### config.mk
export PLATFORM = sky130hd
export DESIGN_NAME = multi_timer
export DESIGN_NICKNAME = d
export VERILOG_FILES = /design/src/rtl/multi_timer_pkg.sv /design/src/rtl/multi_timer_channel.sv /design/src/rtl/multi_timer.sv
export SDC_FILE = /design/constraint.sdc
export NUM_CORES = 1
export LEC_CHECK = 0
export CORE_ASPECT_RATIO = 2
export CORE_MARGIN = 4
export CORE_UTILIZATION = 48
export DETAILED_ROUTE_END_ITERATION = 7
export DONT_BUFFER_PORTS = 1
export PLACE_DENSITY = 0.63
export SLEW_MARGIN = 20
export SYNTH_ARGS = -nofsm -noshare
export SYNTH_HDL_FRONTEND = slang
export SYNTH_HIERARCHICAL = 1
export SYNTH_SLANG_ARGS = --single-unit
### constraint.sdc
create_clock -name clk -period 2.97 [get_ports clk]
set_input_delay 0.594 -clock clk [delete_from_list [all_inputs] [get_ports clk]]
set_output_delay 0.594 -clock clk [all_outputs]
set_load 0.005 [all_outputs]
### src/rtl/multi_timer_pkg.sv
// Shared encodings for the multi-channel timer: channel state and load mode.
package multi_timer_pkg;
  typedef enum logic [1:0] {
    IDLE     = 2'd0,
    PERIODIC = 2'd1,
    ONESHOT  = 2'd2
  } state_e;

  localparam logic MODE_PERIODIC = 1'b0;
  localparam logic MODE_ONESHOT  = 1'b1;
endpackage

### src/rtl/multi_timer_channel.sv
// One timer channel: period register, down-counter and IDLE/PERIODIC/ONESHOT state.
module timer_channel
  import multi_timer_pkg::*;
#(
  parameter int WIDTH = 32
) (
  input  logic             clk,
  input  logic             reset,
  input  logic             ld,
  input  logic [WIDTH-1:0] m,
  input  logic             ld_mode,
  input  logic             en,
  input  logic             clr_done,
  output logic             tick,
  output logic             done,
  output logic             busy
);
  state_e           st_q, st_d;
  logic [WIDTH-1:0] per_q, per_d;
  logic [WIDTH-1:0] cnt_q, cnt_d;
  logic             done_q, done_d;
  logic [WIDTH-1:0] m_m1;

  assign tick = (st_q != IDLE) && (cnt_q == '0);
  assign busy = (st_q != IDLE);
  assign done = done_q;
  // M=0 behaves like M=1: both give a terminal count of zero.
  assign m_m1 = (m == '0) ? '0 : m - WIDTH'(1);

  always_comb begin
    st_d   = st_q;
    per_d  = per_q;
    cnt_d  = cnt_q;
    done_d = done_q;
    if (ld) begin
      per_d  = m_m1;
      cnt_d  = m_m1;
      st_d   = (ld_mode == MODE_ONESHOT) ? ONESHOT : PERIODIC;
      done_d = 1'b0;
    end else begin
      if (clr_done) done_d = 1'b0;
      case (st_q)
        PERIODIC: begin
          if (tick)    cnt_d = per_q;
          else if (en) cnt_d = cnt_q - WIDTH'(1);
        end
        ONESHOT: begin
          // Completion set is evaluated after clr_done so it wins.
          if (tick) begin
            st_d   = IDLE;
            done_d = 1'b1;
          end else if (en) begin
            cnt_d = cnt_q - WIDTH'(1);
          end
        end
        default: ;
      endcase
    end
  end

  always_ff @(posedge clk) begin
    if (reset) begin
      st_q   <= IDLE;
      per_q  <= '0;
      cnt_q  <= '0;
      done_q <= 1'b0;
    end else begin
      st_q   <= st_d;
      per_q  <= per_d;
      cnt_q  <= cnt_d;
      done_q <= done_d;
    end
  end
endmodule

### src/rtl/multi_timer.sv
// NCH independent programmable timers sharing one load port.
module multi_timer
  import multi_timer_pkg::*;
#(
  parameter int NCH   = 4,
  parameter int WIDTH = 32,
  localparam int SELW = (NCH > 1) ? $clog2(NCH) : 1
) (
  input  logic             clk,
  input  logic             reset,
  input  logic             load,
  input  logic [SELW-1:0]  load_sel,
  input  logic [WIDTH-1:0] M,
  input  logic             mode,
  input  logic [NCH-1:0]   enable,
  input  logic [NCH-1:0]   clr_done,
  output logic [NCH-1:0]   tick,
  output logic [NCH-1:0]   done,
  output logic [NCH-1:0]   busy
);
  logic [NCH-1:0] ld;

  // Out-of-range selects match no channel and are dropped.
  for (genvar k = 0; k < NCH; k++) begin : g_ch
    assign ld[k] = load && (load_sel == SELW'(k));

    timer_channel #(.WIDTH(WIDTH)) u_ch (
      .clk      (clk),
      .reset    (reset),
      .ld       (ld[k]),
      .m        (M),
      .ld_mode  (mode),
      .en       (enable[k]),
      .clr_done (clr_done[k]),
      .tick     (tick[k]),
      .done     (done[k]),
      .busy     (busy[k])
    );
  end
endmodule
; Word-level counts from Yosys, hierarchy flattened
; Index checks and enable logic that the tools add are counted.
[totals]
elab_cells = 124
reg_bits = 268
[classes]
muxes = 46
eq_ne = 15
reduce_logical = 42
add_sub_neg = 5
[ops]
columns = op, n
row1 = 32-bit two-way mux, 17
row2 = 32-bit one-hot mux with 2 select lines, 4
row3 = 32-bit logical NOT, 5
row4 = 32-bit by 1-bit subtractor with 32-bit output (second input constant), 5
row5 = 2-bit two-way mux, 13
row6 = 2-bit nonzero test, 12
row7 = 2-bit AND reduction, 8
row8 = 2-bit equality test (second input constant), 6
row9 = 1-bit two-way mux, 12
row10 = 3-bit by 2-bit inequality test with 1-bit output (second input constant), 4
row11 = 3-bit nonzero test, 4
row12 = 2-bit by 1-bit equality test with 1-bit output (second input constant), 5
row13 = 1-bit logical AND, 8
row14 = 2-bit OR reduction, 4
row15 = 2-bit logical NOT, 1

; Logic depth before layout (Yosys ltp)
[depth]
depth_word = 5
depth_mapped = 10

; Modules after synthesis
; Netlist, hierarchy kept.
[by_module_without_submodules]
columns = module, area_each_um2, instances, cells_per_inst
row1 = timer_channel (g_ch[1].u_ch ...), 4416.7, 2, 546
row2 = timer_channel (g_ch[3].u_ch), 4289.1, 1, 556
row3 = timer_channel (g_ch[0].u_ch), 4251.6, 1, 552
row4 = multi_timer, 37.5, 1, 4

; Worst setup path after synthesis
; Ideal clock, no wire load.
[synth_timing]
kind = input-to-reg
start = input port M[26]
end = register g_ch[3].u_ch.cnt_q[30]
n_path_buf = 0
arrival_time_ns = 2.605
cell_stages = 6
path_slack_ns = 0.244
path_cell_list = or4_1 -> nor4b_1 -> nand2_1 -> nor3_1 -> mux2_2 -> a221o_1
[synth_between]
elab_chain_len = 3
[synth_rtl]
columns = element, line_no
row1 = start: declaration, multi_timer.sv:13  ; input logic [WIDTH-1:0] M,
row2 = 32-bit by 1-bit subtractor with 32-bit output / 32-bit logical NOT (equally long branches), multi_timer_channel.sv:28  ; assign m_m1 = (m == '0) ? '0 : m - WIDTH'(1);
row3 = 32-bit two-way mux (*), multi_timer_channel.sv:28
row4 = 32-bit two-way mux (*), multi_timer_channel.sv:35  ; if (ld) begin
row5 = end signal: assignment, multi_timer_channel.sv:70  ; cnt_q <= cnt_d;
row6 = end: declaration, multi_timer_channel.sv:20  ; logic [WIDTH-1:0] cnt_q, cnt_d;
; Mark *: on every way between the ends. The rest lies on a longest branch, timed or not.
; A chain may end at the register's enable or synchronous reset.

; Worst setup path in the final report
[layout_timing]
start = register g_ch[1].u_ch.cnt_q[21]
end = output port tick[1]
[layout_between]
elab_chain_len = 2
[layout_rtl]
columns = element, line_no
row1 = start: declaration, multi_timer_channel.sv:20
row2 = start signal: assignment, multi_timer_channel.sv:70
row3 = 32-bit logical NOT, multi_timer_channel.sv:24  ; assign tick = (st_q != IDLE) && (cnt_q == '0);
row4 = 1-bit logical AND, multi_timer_channel.sv:24
row5 = end: declaration, multi_timer.sv:17  ; output logic [NCH-1:0] tick,
; No other way between the ends.

==> flow_summary.json <==
{
  "status": "finished, final reports clean",
  "core_mm2": 0.0358,
  "layout_common_cells": "nand2_1, dfxtp_1, nor2_1, a21oi_1, xor2_1",
  "synth_top_area_cell": "dfxtp_1",
  "grt_pass1_wl_um": 86000,
  "async_flop_share_pct": 0,
  "slowest_stage": "or4_4",
  "layout-drive-gt1-share_pct": 10.1,
  "cts_buffers": 27,
  "vias": 16700,
  "synthesis.nets": 2262,
  "tns_ps": 0,
  "cts.sinks": 268,
  "cp-startpoint": "g_ch[1].u_ch/cnt_q[21]",
  "final_area_mm2": 0.0187,
  "clock.fmax_ghz": 0.344,
  "rrSetupSlack_ps": 200,
  "dieArea_mm2": 0.0396,
  "leakagePower_nw": 6.55,
  "nFillCells": 3513,
  "rsz0062_at_grt": "false",
  "mostFrequentLayoutCell": "nand2_1",
  "max-cap-violations": 0,
  "crit_chain": "or4_4 -> nor4_4 -> nand4_2 -> buf_4 -> nor2b_1",
  "synth.area.top_cells": "dfxtp_1, nand2_1, xor2_1",
  "core.rowCount": 98,
  "h-tree-depth": 1,
  "synth_area_mm2": 0.0174,
  "cts-root-buf": "clkbuf_16",
  "cts_tree": "yes",
  "dp_cells": 2565,
  "crit_arrival_ps": 2310,
  "wl_per_cell_um": 20.9,
  "synth_edf_count": 0,
  "antenna_found_initial": 0,
  "antenna_cells": 0,
  "die_h_um": 277,
  "clock_skew_ps": 25.1,
  "r2r_cells": 6,
  "crit_path_end": "tick[1]",
  "dp_hpwl_um": 37400,
  "r2r_start": "g_ch[0].u_ch/cnt_q[22]",
  "finalNetCount": 2207,
  "tightest_slew_ps": 719,
  "p_per_area_mw_per_mm2": 540,
  "layoutNonFillerInstCount": 2619,
  "finalSetupViolCount": 0,
  "grt_pass1_vias": 15900,
  "clkLatencyLatePin_ps": 570,
  "finalHoldViolCount": 0,
  "grt_start_max_net_pins": 254,
  "max_stage_delay_ps": 560,
  "r2r_end": "g_ch[0].u_ch/cnt_q[25]",
  "avgSynthCellArea_um2": 7.90,
  "ios": 58,
  "cp-start-kind": "register",
  "post-route-min-period_ps": 2910,
  "viasPerCell": 6.38,
  "synth-warning-count": 6,
  "ys_ff_latch": 268,
  "path_clk_slew_ps": 60,
  "clockBufferDepth": 3,
  "synthCells": 2204,
  "fin_crit_sh_pct": 97.9,
  "track_usage_pct": 26.7,
  "yosysTopAreaCellShare_pct": 30.8,
  "cp_max_fo": 6,
  "ir_drop_v": 0.000446,
  "first_iter_violations": 1343,
  "place_congestion": 0.932,
  "yosysSeqAreaShare_pct": 30.8,
  "required_ps": 2380,
  "synthDistinctLibCells": 81,
  "die_w_um": 143,
  "drc_errors": 0,
  "critPathKind": "register to output pin",
  "drv_slew": 0,
  "slew_headroom_pct": 51.6,
  "grt_overflow": 0,
  "wl_um": 54800,
  "dominantRegCellSynth": "dfxtp_1",
  "port_buffers": 0,
  "area_growth_syn_to_layout_pct": 7.48,
  "ant_nets": 0,
  "start_util_pct": 48.6,
  "end_kind": "output pin",
  "drt_pass1_iterations": 6,
  "hold_path_class": "input port to register",
  "post_dp_cell_area_mm2": 0.0177
}
-- layer usage --
layer	share of wire, %	up-vias	global-route usage (%)
met5	0	-	0
met2	52	541	47.9
met1	38	7998	30.0
met4	5.6	0	15.0
met3	4.6	176	2.86
li1	-	7984	-
-- repair_timing --
item / in CTS / in global routing
hold buffers: 0 / 0
resized for setup: 6 / 5
endpoints found under the setup margin: 4 / 4
pin swaps: 5 / 4
setup buffers: 4 / 1
-- cells in the mapped netlist (6+ instances only) --
master,count
clkbuf_8,12
or2_2,15
and2_1,6
o21ai_0,83
inv_1,31
nor4b_1,7
or3_1,26
or4_1,36
ha_1,12
buf_6,14
a21o_1,37
nand4b_1,11
xor2_1,116
xnor2_1,86
a211oi_1,16
o41ai_1,9
dfxtp_1,268
nor3_1,72
o211ai_1,60
o31ai_1,11
nor4_1,73
a211o_1,18
mux2i_1,13
a22oi_1,9
a21oi_1,142
nand3_1,32
buf_2,15
a311oi_1,73
nor2_1,224
nor4_2,11
clkbuf_1,104
nor3b_1,10
nand2_1,315
and4_1,8
nand4_1,36
nand2b_1,14
a31oi_1,31
a311oi_2,11
nor2b_1,14
nor4_4,14
-- report_power, final --
group	internal, W	switching [W]
registers	0.00384	0.000310
logic	0.00106	0.00134
clock network	0.00204	0.00151
total	0.00694	0.00317
-- state kept, by name, summed over array words and instances (netlist names) --
name,count
g_ch.u_ch/st_q,8
g_ch.u_ch/cnt_q,128
g_ch.u_ch/done,4
g_ch.u_ch/per_q,128
-- layout make-up --
type	count	area (um^2)	area share [%]
Clock buffer	39	801	4.28
Timing Repair Buffer	71	621	3.32
Clock inverter	10	105	0.562
Inverter	31	116	0.622
Tap cell	450	563	3.01
Multi-Input combinational cell	1750	11100	59.5
Sequential cell	268	5370	28.7
-- cell families (layout without fill, tap and decap cells) --
group                    Yosys count  after routing  synth area share [%]
buffers and inverters            186            151                  5.55
AND/OR/NAND/NOR                  968            968                  29.6
flip-flops                       268            268                  30.8
AO/OA/AOI/OAI                    551            551                  22.0
adder cells (fa/ha/maj)           12             12                 0.862
multiplexers                      17             17                  1.01
XOR/XNOR                         202            202                  10.2
-- worst min-delay path by stage --
stage	endpoint	slack [ps]	startpoint	depth (start not counted)
2_1_floorplan	g_ch[1].u_ch/per_q[0]	440	g_ch[1].u_ch/per_q[0]	2
4_1_cts	g_ch[3].u_ch/cnt_q[10]	90	reset	1
3_5_place_dp	g_ch[3].u_ch/per_q[9]	450	g_ch[3].u_ch/per_q[9]	2
6_report	g_ch[3].u_ch/per_q[8]	100	reset	1
3_3_place_gp	g_ch[2].u_ch/per_q[0]	440	g_ch[2].u_ch/per_q[0]	2
5_1_grt	g_ch[3].u_ch/per_q[10]	90	reset	1
-- per-stage QoR --
stage	util, %	power, W	setup slack (ps)	hold slack, ps
6_report	52.3	0.0101	62.4	98.9
3_5_place_dp	49.5	0.00655	193	449
4_1_cts	52.2	0.0102	4.32	90.1
5_1_grt	52.3	0.0106	4.16	91.6
3_3_place_gp	49.5	0.00650	246	442
2_1_floorplan	-	0.00608	244	436
-- critical path: cells and delay by family, from the launching register on --
| kind | cells | cell delay (ps) |
|---|---|---|
| buffers and inverters | 1 | 200 |
| DFF | 1 | 340 |
| and+or+nand+nor | 4 | 1200 |
Power figures use the tool's default switching activity.
==> RTL change: new RTL, config.mk and constraints unchanged <==
Register the inputs `load`, `load_sel`, `M`, `mode`, `enable` and `clr_done` before use. The logic sees them one clock later.
--- a/src/rtl/multi_timer.sv
+++ b/src/rtl/multi_timer.sv
@@ -19,9 +19,26 @@
   output logic [NCH-1:0]   busy
 );
+
+  logic load_q;
+  logic [SELW-1:0] load_sel_q;
+  logic [WIDTH-1:0] M_q;
+  logic mode_q;
+  logic [NCH-1:0] enable_q;
+  logic [NCH-1:0] clr_done_q;
+
+  always_ff @(posedge clk) begin
+      load_q     <= load;
+      load_sel_q <= load_sel;
+      M_q        <= M;
+      mode_q     <= mode;
+      enable_q   <= enable;
+      clr_done_q <= clr_done;
+  end
+
   logic [NCH-1:0] ld;
 
   // Out-of-range selects match no channel and are dropped.
   for (genvar k = 0; k < NCH; k++) begin : g_ch
-    assign ld[k] = load && (load_sel == SELW'(k));
+    assign ld[k] = load_q && (load_sel_q == SELW'(k));
 
     timer_channel #(.WIDTH(WIDTH)) u_ch (
@@ -29,8 +46,8 @@
       .reset    (reset),
       .ld       (ld[k]),
-      .m        (M),
-      .ld_mode  (mode),
-      .en       (enable[k]),
-      .clr_done (clr_done[k]),
+      .m        (M_q),
+      .ld_mode  (mode_q),
+      .en       (enable_q[k]),
+      .clr_done (clr_done_q[k]),
       .tick     (tick[k]),
       .done     (done[k]),
Check against the original RTL: not equivalent (a bounded check fails within 4 cycles, from zero or initial values and one cycle with reset high).
==> RTL change against the unedited design <==
  * Utilization is 0.99 points higher
  * Synthesized area is 4.9% higher
  * Worst setup slack worse by 4.2 ps
  * Non-clock buffer count is 42 higher
  * Maximum frequency is 0.14% lower
  * Final area is 6.5% higher
  * Sequential share of layout area is 2.7 points higher
  * Sequential cell count is 44 higher
  * Cell count is 3.3% higher
  * Wire length is 1.4% higher
  * Synthesized cell count is 1.3% higher
  * Die area is 4.7% higher
  * Total power is 11% higher
==> RTL change: results (changes against the unedited design) <==
power_and_ir_drop:
  powerSeq_mw: 4.86  # +17%
  peakVddDrop_v: 0.000533  # +19%
  p_sw_mw: 3.54  # +12%
  p_clk_frac: 0.338  # -0.014
worst_setup_path:
  reg2reg_slack_ps: 160  # -40 ps
  critical_path_peak_fanout: 5  # -1
  endpoint: "tick[3]"
  worstReg2RegEnd: "g_ch[3].u_ch/cnt_q[2]"
  crit-reg2reg-launch: "g_ch[3].u_ch/cnt_q[23]"
  reg2regPathDepth: 10  # +4
min_path:
  hold_depth: 0  # -1
  hold_path_end: "M_q[12]"
  hp-start: "M[12]"
placed_design:
  dp_hpwl_mm: 39.0  # +4.4%
  pre_cts_slack_ps: 239  # +45.4 ps
  placed_cell_area_um2: 18800  # +6.2%
timing:
  fmax_ghz: 0.343  # -0.14%
  holdWs_ps: 39.1  # -59.7 ps
  relSlewSlack: 0.421  # -0.0956
  fin_skew_ps: 10.7  # -14.4 ps
cells_and_area:
  drive_above_1_share: 0.121  # +0.0205
  fillers: 3507  # -0.17%
drt:
  vias: 17000  # +1.5%
  drt_wl_total_mm: 55.6  # +1.4%
outcome:
  outcome: "complete, no violations"
global_routing:
  antenna_found_initial: 8  # +8
  grt_max_degree: 259  # +2.0%
  groute.usage.overall: 0.258  # -0.00929
synth:
  synthTopCellsByCount: "nand2_1 (314), dfxtp_1 (312), nor2_1 (207)"
  avgSynthCellArea_um2: 8.18  # +3.6%
  synth_fp_nets: 2290  # +1.2%
## RTL change: cell count changes after synthesis, sizes merged, moves of 4 or more
| cell | change |
|---|---|
| buf | +4 |
| o21ai | +4 |
| a31oi | -7 |
| nor4b | -5 |
| dfxtp | +44 |
| nor3 | -6 |
| clkbuf | -4 |
| a21oi | +5 |
| or2 | +5 |
| nor2 | -17 |
| a311oi | +8 |
## RTL change: worst reg2reg max path, cell delays in order, from the launching register on
cell      delay, ps
dfxtp_1         360
or4_4           570
nor4_4          360
buf_4           170
buf_4           120
nand4_1         200
buf_4           280
buf_4           210
nand2_1          70
o211ai_1         90
a311oi_1        300
## RTL change: cells by family (layout without fill, tap and decap cells)
group                    count (synthesis)  count (layout)  share of synthesized area
XOR/XNOR                               205             205                     0.0983
buffers and inverters                  187             195                     0.0544
other                                    0               6                          0
adder cells (fa/ha/maj)                 12              12                    0.00822
AO/OA/AOI/OAI                          551             551                      0.206
multiplexers                            16              16                    0.00890
AND/OR/NAND/NOR                        949             949                      0.282
flip-flops                             312             312                      0.342
## RTL change: cell type report
type                            count  area, um2  share of cell area
Timing Repair Buffer              113        898              0.0451
Tap cell                          459        574              0.0288
Inverter                           32        120             0.00603
Clock buffer                       39        826              0.0414
Clock inverter                     11        113             0.00565
Multi-Input combinational cell   1733      11100               0.558
Antenna cell                        6       15.0            0.000754
Sequential cell                   312       6250               0.314
## RTL change: routing by layer
layer / global-route usage / part of all wire
met3: 0.0307 / 0.042
met2: 0.466 / 0.51
met5: 0 / 0.00023
met4: 0.152 / 0.061
met1: 0.287 / 0.39
## RTL change: repair_timing
item,CTS,global route
hold endpoints to repair,0,0
gates resized for setup,13,8
endpoints found under the setup margin,3,7
buffers inserted,4,6
pin swaps,5,8
